`src/rtl/mem_access_unit_if.sv`:
```
// Bundle of the core-facing request/response channel and the block-memory port.
// The slave modport is the access unit's view; master is the core and memory side.
interface mem_access_unit_if #(
  parameter int ADDR_WIDTH = 10
);
  logic                  req_valid;
  logic                  req_ready;
  logic                  req_write;
  logic [2:0]            req_funct3;
  logic [31:0]           req_addr;
  logic [31:0]           req_wdata;
  logic                  resp_valid;
  logic [31:0]           resp_rdata;
  logic                  resp_error;
  logic                  mem_enabled;
  logic [ADDR_WIDTH-1:0] mem_address;
  logic                  mem_write_enable;
  logic [31:0]           mem_write_data;
  logic [31:0]           mem_read_data;

  modport slave (
    input  req_valid, req_write, req_funct3, req_addr, req_wdata, mem_read_data,
    output req_ready, resp_valid, resp_rdata, resp_error,
           mem_enabled, mem_address, mem_write_enable, mem_write_data
  );

  modport master (
    output req_valid, req_write, req_funct3, req_addr, req_wdata, mem_read_data,
    input  req_ready, resp_valid, resp_rdata, resp_error,
           mem_enabled, mem_address, mem_write_enable, mem_write_data
  );
endinterface

```
`src/rtl/mem_access_unit.sv`:
```
// Load/store requester for a single-port block memory with 1-cycle registered reads.
// Handles sub-word stores by read-modify-write and sub-word loads by lane extraction.
module mem_access_unit #(
  parameter int ADDR_WIDTH = 10
) (
  input  logic                    clk_i,
  input  logic                    rst_ni,
  mem_access_unit_if.slave        bus
);
  typedef enum logic [1:0] {IDLE, LOAD_DATA, RMW_WRITE, RESP} state_e;

  state_e                state_q, state_d;
  logic                  write_q;
  logic [2:0]            funct3_q;
  logic [ADDR_WIDTH+1:0] addr_q;
  logic [15:0]           wdata_q;
  logic [31:0]           rdata_q, rdata_d;
  logic                  error_q, error_d;

  logic                  accept;
  logic                  req_err;
  logic                  mem_en, mem_we;
  logic [31:0]           mem_wdata;
  logic [31:0]           merged;
  logic                  unused_addr_bits;

  function automatic logic req_illegal(input logic wr, input logic [2:0] f3, input logic [1:0] a);
    logic bad_f3, misal;
    bad_f3 = (f3 == 3'b011) || (f3 == 3'b110) || (f3 == 3'b111) || (wr && f3[2]);
    misal  = ((f3[1:0] == 2'b01) && a[0]) || ((f3[1:0] == 2'b10) && (a != 2'b00));
    return bad_f3 || misal;
  endfunction

  function automatic logic [31:0] load_extract(input logic [31:0] word, input logic [2:0] f3,
                                               input logic [1:0] a);
    logic [7:0]  b;
    logic [15:0] h;
    b = word[{a, 3'b000} +: 8];
    h = a[1] ? word[31:16] : word[15:0];
    case (f3)
      3'b000:  return {{24{b[7]}}, b};
      3'b100:  return {24'b0, b};
      3'b001:  return {{16{h[15]}}, h};
      3'b101:  return {16'b0, h};
      default: return word;
    endcase
  endfunction

  assign unused_addr_bits = ^bus.req_addr[31:ADDR_WIDTH+2];

  assign bus.req_ready = rst_ni && (state_q == IDLE);
  assign accept        = bus.req_valid && bus.req_ready;
  assign req_err       = req_illegal(bus.req_write, bus.req_funct3, bus.req_addr[1:0]);

  // Store data replaces the addressed byte/half lane of the old word read last cycle.
  for (genvar gi = 0; gi < 4; gi++) begin : g_lane
    logic hit;
    assign hit = funct3_q[0] ? (addr_q[1] == 1'(gi / 2)) : (addr_q[1:0] == 2'(gi));
    assign merged[gi*8 +: 8] = hit ? (funct3_q[0] ? wdata_q[(gi % 2)*8 +: 8] : wdata_q[7:0])
                                   : bus.mem_read_data[gi*8 +: 8];
  end

  always_comb begin
    state_d   = state_q;
    rdata_d   = rdata_q;
    error_d   = error_q;
    mem_en    = 1'b0;
    mem_we    = 1'b0;
    mem_wdata = bus.req_wdata;
    case (state_q)
      IDLE: begin
        if (accept) begin
          error_d = req_err;
          rdata_d = 32'b0;
          if (req_err) begin
            state_d = RESP;
          end else if (bus.req_write && (bus.req_funct3 == 3'b010)) begin
            mem_en  = 1'b1;
            mem_we  = 1'b1;
            state_d = RESP;
          end else begin
            mem_en  = 1'b1;
            state_d = bus.req_write ? RMW_WRITE : LOAD_DATA;
          end
        end
      end
      LOAD_DATA: begin
        rdata_d = load_extract(bus.mem_read_data, funct3_q, addr_q[1:0]);
        state_d = RESP;
      end
      RMW_WRITE: begin
        mem_en    = 1'b1;
        mem_we    = 1'b1;
        mem_wdata = merged;
        state_d   = RESP;
      end
      RESP: state_d = IDLE;
      default: state_d = IDLE;
    endcase
  end

  always_ff @(posedge clk_i or negedge rst_ni) begin
    if (!rst_ni) begin
      state_q  <= IDLE;
      write_q  <= 1'b0;
      funct3_q <= 3'b0;
      addr_q   <= '0;
      wdata_q  <= 16'b0;
      rdata_q  <= 32'b0;
      error_q  <= 1'b0;
    end else begin
      state_q <= state_d;
      rdata_q <= rdata_d;
      error_q <= error_d;
      if (accept) begin
        write_q  <= bus.req_write;
        funct3_q <= bus.req_funct3;
        addr_q   <= bus.req_addr[ADDR_WIDTH+1:0];
        wdata_q  <= bus.req_wdata[15:0];
      end
    end
  end

  assign bus.mem_enabled      = mem_en && rst_ni;
  assign bus.mem_write_enable = mem_we && rst_ni && (write_q || state_q == IDLE);
  assign bus.mem_write_data   = mem_wdata;
  assign bus.mem_address      = (state_q == IDLE) ? bus.req_addr[ADDR_WIDTH+1:2]
                                                  : addr_q[ADDR_WIDTH+1:2];
  assign bus.resp_valid       = (state_q == RESP);
  assign bus.resp_rdata       = rdata_q;
  assign bus.resp_error       = error_q;
endmodule

```
`src/flat_wrapper.sv`:
```
// flat-port wrapper written by rule: the top's interface ports become plain ports
module mem_access_unit_flat 
#(
  parameter int ADDR_WIDTH = 10
)
  (clk_i, rst_ni, bus_req_valid, bus_req_write, bus_req_funct3, bus_req_addr, bus_req_wdata, bus_mem_read_data, bus_req_ready, bus_resp_valid, bus_resp_rdata, bus_resp_error, bus_mem_enabled, bus_mem_address, bus_mem_write_enable, bus_mem_write_data);
  mem_access_unit_if #(.ADDR_WIDTH(ADDR_WIDTH)) bus_i ();
  input  logic clk_i;
  input  logic rst_ni;
  input wire logic [$bits(bus_i.req_valid)-1:0] bus_req_valid;
  input wire logic [$bits(bus_i.req_write)-1:0] bus_req_write;
  input wire logic [$bits(bus_i.req_funct3)-1:0] bus_req_funct3;
  input wire logic [$bits(bus_i.req_addr)-1:0] bus_req_addr;
  input wire logic [$bits(bus_i.req_wdata)-1:0] bus_req_wdata;
  input wire logic [$bits(bus_i.mem_read_data)-1:0] bus_mem_read_data;
  output wire logic [$bits(bus_i.req_ready)-1:0] bus_req_ready;
  output wire logic [$bits(bus_i.resp_valid)-1:0] bus_resp_valid;
  output wire logic [$bits(bus_i.resp_rdata)-1:0] bus_resp_rdata;
  output wire logic [$bits(bus_i.resp_error)-1:0] bus_resp_error;
  output wire logic [$bits(bus_i.mem_enabled)-1:0] bus_mem_enabled;
  output wire logic [$bits(bus_i.mem_address)-1:0] bus_mem_address;
  output wire logic [$bits(bus_i.mem_write_enable)-1:0] bus_mem_write_enable;
  output wire logic [$bits(bus_i.mem_write_data)-1:0] bus_mem_write_data;
  assign bus_i.req_valid = bus_req_valid;
  assign bus_i.req_write = bus_req_write;
  assign bus_i.req_funct3 = bus_req_funct3;
  assign bus_i.req_addr = bus_req_addr;
  assign bus_i.req_wdata = bus_req_wdata;
  assign bus_i.mem_read_data = bus_mem_read_data;
  assign bus_req_ready = bus_i.req_ready;
  assign bus_resp_valid = bus_i.resp_valid;
  assign bus_resp_rdata = bus_i.resp_rdata;
  assign bus_resp_error = bus_i.resp_error;
  assign bus_mem_enabled = bus_i.mem_enabled;
  assign bus_mem_address = bus_i.mem_address;
  assign bus_mem_write_enable = bus_i.mem_write_enable;
  assign bus_mem_write_data = bus_i.mem_write_data;
  mem_access_unit #(.ADDR_WIDTH(ADDR_WIDTH)) u_core (.clk_i(clk_i), .rst_ni(rst_ni), .bus(bus_i));
endmodule
```
`config.mk`:
```
export PLATFORM = sky130hd
export DESIGN_NAME = mem_access_unit_flat
export DESIGN_NICKNAME = d
export VERILOG_FILES = /design/src/rtl/mem_access_unit_if.sv /design/src/rtl/mem_access_unit.sv /design/src/flat_wrapper.sv
export SDC_FILE = /design/constraint.sdc
export NUM_CORES = 1
export LEC_CHECK = 0
export CAP_MARGIN = 20
export CELL_PAD_IN_SITES_DETAIL_PLACEMENT = 0
export CELL_PAD_IN_SITES_GLOBAL_PLACEMENT = 1
export CORE_MARGIN = 1.5
export CORE_UTILIZATION = 24
export CTS_BUF_LIST = sky130_fd_sc_hd__clkbuf_8
export DETAILED_ROUTE_END_ITERATION = 6
export GPL_ROUTABILITY_DRIVEN = 0
export PLACE_DENSITY = 0.74
export SETUP_SLACK_MARGIN = 0.05
export SYNTH_ARGS = -nofsm -noshare
export SYNTH_HDL_FRONTEND = slang
export SYNTH_SLANG_ARGS = --single-unit
```
`constraint.sdc`:
```
create_clock -name clk_i -period 2.6 [get_ports clk_i]
set_clock_uncertainty 0.2 [all_clocks]
set_input_delay 0.52 -clock clk_i [delete_from_list [all_inputs] [get_ports clk_i]]
set_output_delay 0.52 -clock clk_i [all_outputs]
set_load 0.1 [all_outputs]
```
==> results of run 1 <==
-- what timing repair did --
| item | 4_1_cts | 5_1_grt |
|---|---|---|
| setup endpoints to repair | 45 | 46 |
| hold buffers | 1 | 0 |
| pin swaps | 6 | 9 |
| cloned | 2 | 3 |
| endpoints found under the hold margin | 7 | 0 |
| setup buffers | 18 | 10 |
| gates resized for setup | 38 | 58 |
-- final cells by class --
type                    count  share of cell area [%]
repair buffers            239                    35.7
well taps                 220                    3.61
multi-input cells         302                    35.2
flip-flops and latches     67                    22.0
inverters                  23                    1.13
clock inverters             6                   0.770
clock buffers               9                    1.62
-- cells in the mapped netlist (all sizes together), types with 2 or more instances --
cell type / instances / area [um^2]
nand2b: 4 / 25.0
ha: 5 / 62.6
o21a: 3 / 22.5
nor3: 2 / 10.0
o22ai: 3 / 18.8
nor2b: 7 / 43.8
mux2: 37 / 417
inv: 23 / 86.3
a21oi: 26 / 130
a221o: 23 / 230
buf: 10 / 55.1
a22o: 5 / 43.8
o211ai: 16 / 120
or3: 5 / 36.3
a21boi: 2 / 15.0
and2: 5 / 31.3
a2111oi: 2 / 36.3
o221ai: 2 / 17.5
o21ai: 40 / 200
clkbuf: 21 / 78.8
nand2: 47 / 176
dfrtp: 67 / 1680
nor2: 27 / 104
mux2i: 28 / 280
-- per-layer routing --
metal | track usage, % | share of wire (%)
met1 | 24.4 | 43
met2 | 30.1 | 49
met3 | 4.21 | 4.8
met4 | 7.63 | 3.3
met5 | 0 | 0
-- placed cells by master, fill, tap and decap left out, types with 9 or more instances in the layout --
cell type	netlist	final
mux2i_2	0	12
a21oi_4	0	17
o21ai_2	0	9
buf_6	1	9
nor2_1	26	26
clkbuf_8	0	9
dfrtp_1	67	64
a221o_1	23	23
buf_4	0	93
inv_1	23	22
o211ai_1	16	16
mux2_2	37	37
o21ai_0	39	24
clkdlybuf4s50_1	0	75
nand2_1	47	46
buf_12	0	49
-- worst paths after layout --
kind | cells past startpoint | slack, ns | to | from
setup / recovery | 6 | 0.03 | bus_mem_write_data[3] | u_core.addr_q[0]$_DFFE_PN0N_
hold / removal | 2 | 0.05 | u_core.addr_q[0]$_DFFE_PN0N_ | rst_ni
setup reg to reg | 7 | 0.30 | u_core.bus.resp_rdata[10]$_DFFE_PN0P_ | u_core.state_q[1]$_DFFE_PN0P_
hold reg to reg | 2 | 0.29 | u_core.bus.resp_rdata[4]$_DFFE_PN0P_ | u_core.bus.resp_rdata[4]$_DFFE_PN0P_
max in group asynchronous | 2 | 1.40 | u_core.state_q[1]$_DFFE_PN0P_ | rst_ni
min in group clk_i | 2 | 0.29 | u_core.bus.resp_rdata[4]$_DFFE_PN0P_ | u_core.bus.resp_rdata[4]$_DFFE_PN0P_
-- kinds of logic after synthesis --
group	count (synthesis)	synth area share, %
compound gates	128	22.0
simple gates	103	11.6
buf+inv	54	5.46
mux	66	17.8
flops	67	41.6
fa+ha+maj	5	1.55
-- sequential cells by signal, summed over array words and instances, names as in the netlist --
name                   cells
u_core.addr_q             12
u_core.bus.resp_error      1
u_core.bus.resp_rdata     32
u_core.funct3_q            3
u_core.state_q             2
u_core.wdata_q            16
u_core.write_q             1
-- stage by stage --
| stage | hold slack (ns) | instance area (um^2) | util, % |
|---|---|---|---|
| floorplan | 0.0244 | 4270 | - |
| global placement | 0.181 | 6760 | 40.9 |
| detailed placement | 0.185 | 6760 | 40.9 |
| CTS | 0.0377 | 7250 | 43.8 |
| global route | 0.0692 | 7630 | 46.2 |
| finish | 0.0510 | 7630 | 46.2 |
==> metrics.csv, run 1 <==
stage,metric,value,unit
run_status,outcome,"complete, no violations",
floorplanning,area of the core,0.0165,mm^2
worst_setup_path,"Slowest-stage cell, CP",dfrtp_2,
placement,worst slack at placement,-0.166,ns
floorplanning,Initial Util,24.4,%
synthesis,synthesis-stage register bit count,67,
placement,placed cells,817,
drt,drt pass-1 iters,4,
floorplanning,DIE AREA,0.0176,mm^2
synthesis,post-synthesis instance total,423,
worst_setup_path,Crit Path Class,reg2out,
clocking,H-tree Lvls,3,
layout,area grow syn2layout,89.3,%
drt,Vias,4304,
synthesis,Synth Flop Type,dfrtp_1,
clocking,CTS tree,built,
worst_setup_path,WP data arrival,1.85,ns
grt,first-pass GRT wire length,25.4,mm
floorplanning,I/O Pins,182,
worst_setup_path,Worst Setup End Kind,output port,
drt,DR iter-0 viols,278,
worst_setup_path,"CP delay by family, top",flip-flops,
floorplanning,row count,47,
drt,Total Wirelength,16.8,mm
sta,Worst-Margin Slew,0.697,ns
sta,RSZ-0062 raised after global routing,true,
flow_run,MaxCap Viol Count,0,
placement,# port buffers,161,
grt,vias in the first global route,4401,
synthesis,Mapped Nets,531,
worst_setup_path,Critical Path Source Type,flop,
worst_setup_path,Worst EP required,1.88,ns
clocking,CTS root buf,clkbuf_8,
layout,Layout fillers,1490,
grt,largest net degree at the start of global routing,39,
synthesis,"EDFF count, synth",0,
grt,Overflow after GRT,0,
synthesis,Yosys warning count,0,
sta,Fin Setup TNS,0,ns
worst_setup_path,Worst Path Buf+Inv,2,
drt,drt wl/cell,19.4,um
sta,achievable clock frequency,389,MHz
sta,final worst slack,0.0316,ns
clocking,clock sinks,67,
placement,Post-DP HPWL,12.3,mm
sta,crit share post-route,98.8,%
worst_setup_path,critical-path maximum fanout,8,
floorplanning,Die W,133,um
sta,Rel. slew slack,53.3,%
sta,post-route minimum period,2.57,ns
synthesis,ys async rst share,100,%
drt,residual DRC count,0,
drt,Vias/cell,4.97,
layout,register area,0.00168,mm^2
synthesis,mean post-synth cell area,9.53,um^2
worst_setup_path,CP most frequent cell,buf_12,
clocking,Worst-path clk slew,0.08,ns
floorplanning,die height,133,um
synthesis,mapped cell area,0.00403,mm^2
grt,initial antenna violation count,0,
clocking,worst skew pair latency,0.37,ns
sta,Fin. Hold Viols,0,
layout,Final Non-Filler Cells,866,
clocking,clk buf depth,2,
worst_hold_path,Min-Delay Path Class,in2async,
layout,Final #Nets,750,
clocking,TritonCTS buffer count,9,
worst_setup_path,Crit path largest cell delay,0.44,ns
synthesis,Synth cell types,44,
sta,Slew Limit Fails,0,
grt,Tot GR Track Use,18.8,%
drt,antenna-violating nets left,0,
sta,final setup fails,0,
synthesis,"Seq/Total Area, Yosys",41.6,%
layout,Inserted Diodes,0,
layout,multi-input logic area,0.00269,mm^2
layout,layout cells sized above 1,44.6,%
worst_setup_path,worst-path cell chain,"nor2b_2, nor2_4, buf_12, mux2i_2, a21oi_4, buf_12",
Power of run 1 is not shown: default switching activity piles up to over one toggle a cycle in this logic, so the estimate is an artifact.
==> run 2, diff against run 1 <==
Settings changed: CTS_BUF_LIST sky130_fd_sc_hd__clkbuf_8 to not set.
==> metrics.csv, run 2 (synthesis gave the netlist of run 1 again) <==
stage,metric,value,unit,change
drt,Total Wirelength,16.0,mm,-4.9%
drt,drt wl/cell,18.6,um,-4.0%
drt,Vias/cell,4.83,,-2.8%
layout,fin util,45.7,%,-0.54 points
sta,final setup fails,0,,unchanged
worst_setup_path,CP most frequent cell,buf_12,,
clocking,worst skew pair latency,0.34,ns,-0.03 ns
drt,residual DRC count,0,,unchanged
layout,area grow syn2layout,87.1,%,
floorplanning,area of the core,0.0165,mm^2,unchanged
placement,# port buffers,161,,unchanged
floorplanning,I/O Pins,182,,unchanged
clocking,CTS tree,built,,
drt,drt pass-1 iters,4,,unchanged
sta,Slew Limit Fails,0,,unchanged
worst_setup_path,critical-path maximum fanout,8,,unchanged
sta,Worst-Margin Slew,0.685,ns,-0.0123 ns
clocking,clock sinks,67,,unchanged
grt,first-pass GRT wire length,24.8,mm,-2.3%
grt,Overflow after GRT,0,,unchanged
layout,"commonest cells after routing, fill and taps aside","buf_4, clkdlybuf4s50_1, dfrtp_1",,
worst_setup_path,Worst EP required,1.88,ns,about the same
clocking,clk buf depth,2,,unchanged
grt,initial antenna violation count,0,,unchanged
clocking,TritonCTS buffer count,9,,unchanged
sta,RSZ-0062 raised after global routing,true,,
worst_hold_path,Min-Delay Path Class,in2async,,
floorplanning,DIE AREA,0.0176,mm^2,unchanged
sta,Fin. Hold Viols,0,,unchanged
worst_setup_path,Critical Path Source Type,flop,,
run_status,outcome,"complete, no violations",,
drt,antenna-violating nets left,0,,unchanged
layout,Inserted Diodes,0,,unchanged
drt,Vias,4145,,-3.7%
sta,Rel. slew slack,54.1,%,+0.82 points
worst_setup_path,Worst Setup End Kind,output port,,
sta,post-route minimum period,2.53,ns,-0.0345 ns
floorplanning,Die W,133,um,unchanged
layout,Final #Nets,742,,-1.1%
flow_run,MaxCap Viol Count,0,,unchanged
drt,DR iter-0 viols,286,,+2.9%
worst_setup_path,Crit Path Class,reg2out,,
grt,vias in the first global route,4294,,-2.4%
grt,Tot GR Track Use,18.3,%,-0.49 points
clocking,CTS root buf,clkbuf_16,,
floorplanning,Initial Util,24.4,%,unchanged
layout,"commonest non-fill, non-tap cell in the layout",buf_4,,
floorplanning,row count,47,,unchanged
worst_setup_path,"Slowest-stage cell, CP",dfrtp_2,,
worst_setup_path,WP data arrival,1.81,ns,-0.04 ns
floorplanning,die height,133,um,unchanged
worst_setup_path,Crit path largest cell delay,0.45,ns,about the same
sta,achievable clock frequency,395,MHz,+1.4%
grt,largest net degree at the start of global routing,39,,unchanged
layout,layout cells sized above 1,43.4,%,-1.2 points
clocking,H-tree Lvls,3,,unchanged
worst_setup_path,reg2reg setup slack,0.33,ns,+0.03 ns
placement,Post-DP HPWL,12.3,mm,unchanged
worst_setup_path,worst-path cell chain,"nor2b_2, nor2_4, buf_12, mux2i_2, a21oi_4, buf_12",,
sta,crit share post-route,97.5,%,-1.3 points
layout,max FFs per register,32,,unchanged
clocking,Worst-path clk slew,0.06,ns,-0.02 ns
run 2: final timing paths:
kind	start	end	cells after the start
worst max-delay path	u_core.addr_q[0]$_DFFE_PN0N_	bus_mem_write_data[6]	6
worst min-delay path	rst_ni	u_core.addr_q[0]$_DFFE_PN0N_	2
worst max register to register	u_core.state_q[1]$_DFFE_PN0P_	u_core.bus.resp_rdata[10]$_DFFE_PN0P_	7
worst min register to register	u_core.wdata_q[15]$_DFFE_PN0N_	u_core.wdata_q[15]$_DFFE_PN0N_	2
max in group asynchronous	rst_ni	u_core.state_q[1]$_DFFE_PN0P_	2
min in group clk_i	u_core.wdata_q[15]$_DFFE_PN0N_	u_core.wdata_q[15]$_DFFE_PN0N_	2
run 2: layout make-up:
| type | instances | area, um^2 |
|---|---|---|
| clock buffer | 10 | 229 |
| timing repair buffer | 231 | 2610 |
| tap | 220 | 275 |
| inverter | 23 | 86.3 |
| sequential | 67 | 1680 |
| multi-input combinational | 302 | 2610 |
| fill | 1490 | 8980 |
| clock inverter | 5 | 55.1 |
run 2: through the flow:
| step | instances | setup slack (ns) | hold slack (ns) | TNS (ns) | cell area, um^2 |
|---|---|---|---|---|---|
| 5_1_grt | 858 | -0.0234 | 0.108 | -0.0234 | 7550 |
| 3_3_place_gp | 817 | -0.165 | 0.181 | -0.312 | 6760 |
| 3_5_place_dp | 817 | -0.166 | 0.185 | -0.319 | 6760 |
| 4_1_cts | 848 | 0.0295 | 0.0793 | 0 | 7300 |
| 2_1_floorplan | 423 | -0.403 | 0.0244 | -7.01 | 4270 |
| 6_report | 858 | 0.0661 | 0.0837 | 0 | 7550 |
run 2: critical path, delay by kind of cell (launching register included):
family	cells	cell delay (ns)
AO/OA/AOI/OAI	1	0.09
multiplexers	1	0.28
buffers and inverters	2	0.32
AND/OR/NAND/NOR	2	0.32
flip-flops	1	0.45
run 2: what timing repair did:
| action | CTS | global route |
|---|---|---|
| setup endpoints to repair | 44 | 39 |
| hold buffers | 1 | 0 |
| hold endpoints to repair | 7 | 0 |
| pin swaps | 4 | 8 |
| gates resized for setup | 33 | 43 |
| setup buffers | 14 | 8 |
| gates cloned | 1 | 2 |
run 2: layer usage:
metal | wire length [um] | GRT usage [%] | vias to the layer above | share of wire [%]
li1 | - | - | 1962 | -
met1 | 6750 | 23.9 | 2022 | 42
met2 | 7730 | 29.4 | 137 | 48
met3 | 1060 | 4.33 | 24 | 6.6
met4 | 435 | 6.65 | 0 | 2.7
met5 | 0 | 0 | - | 0
Power of run 2 is left out for the same reason.
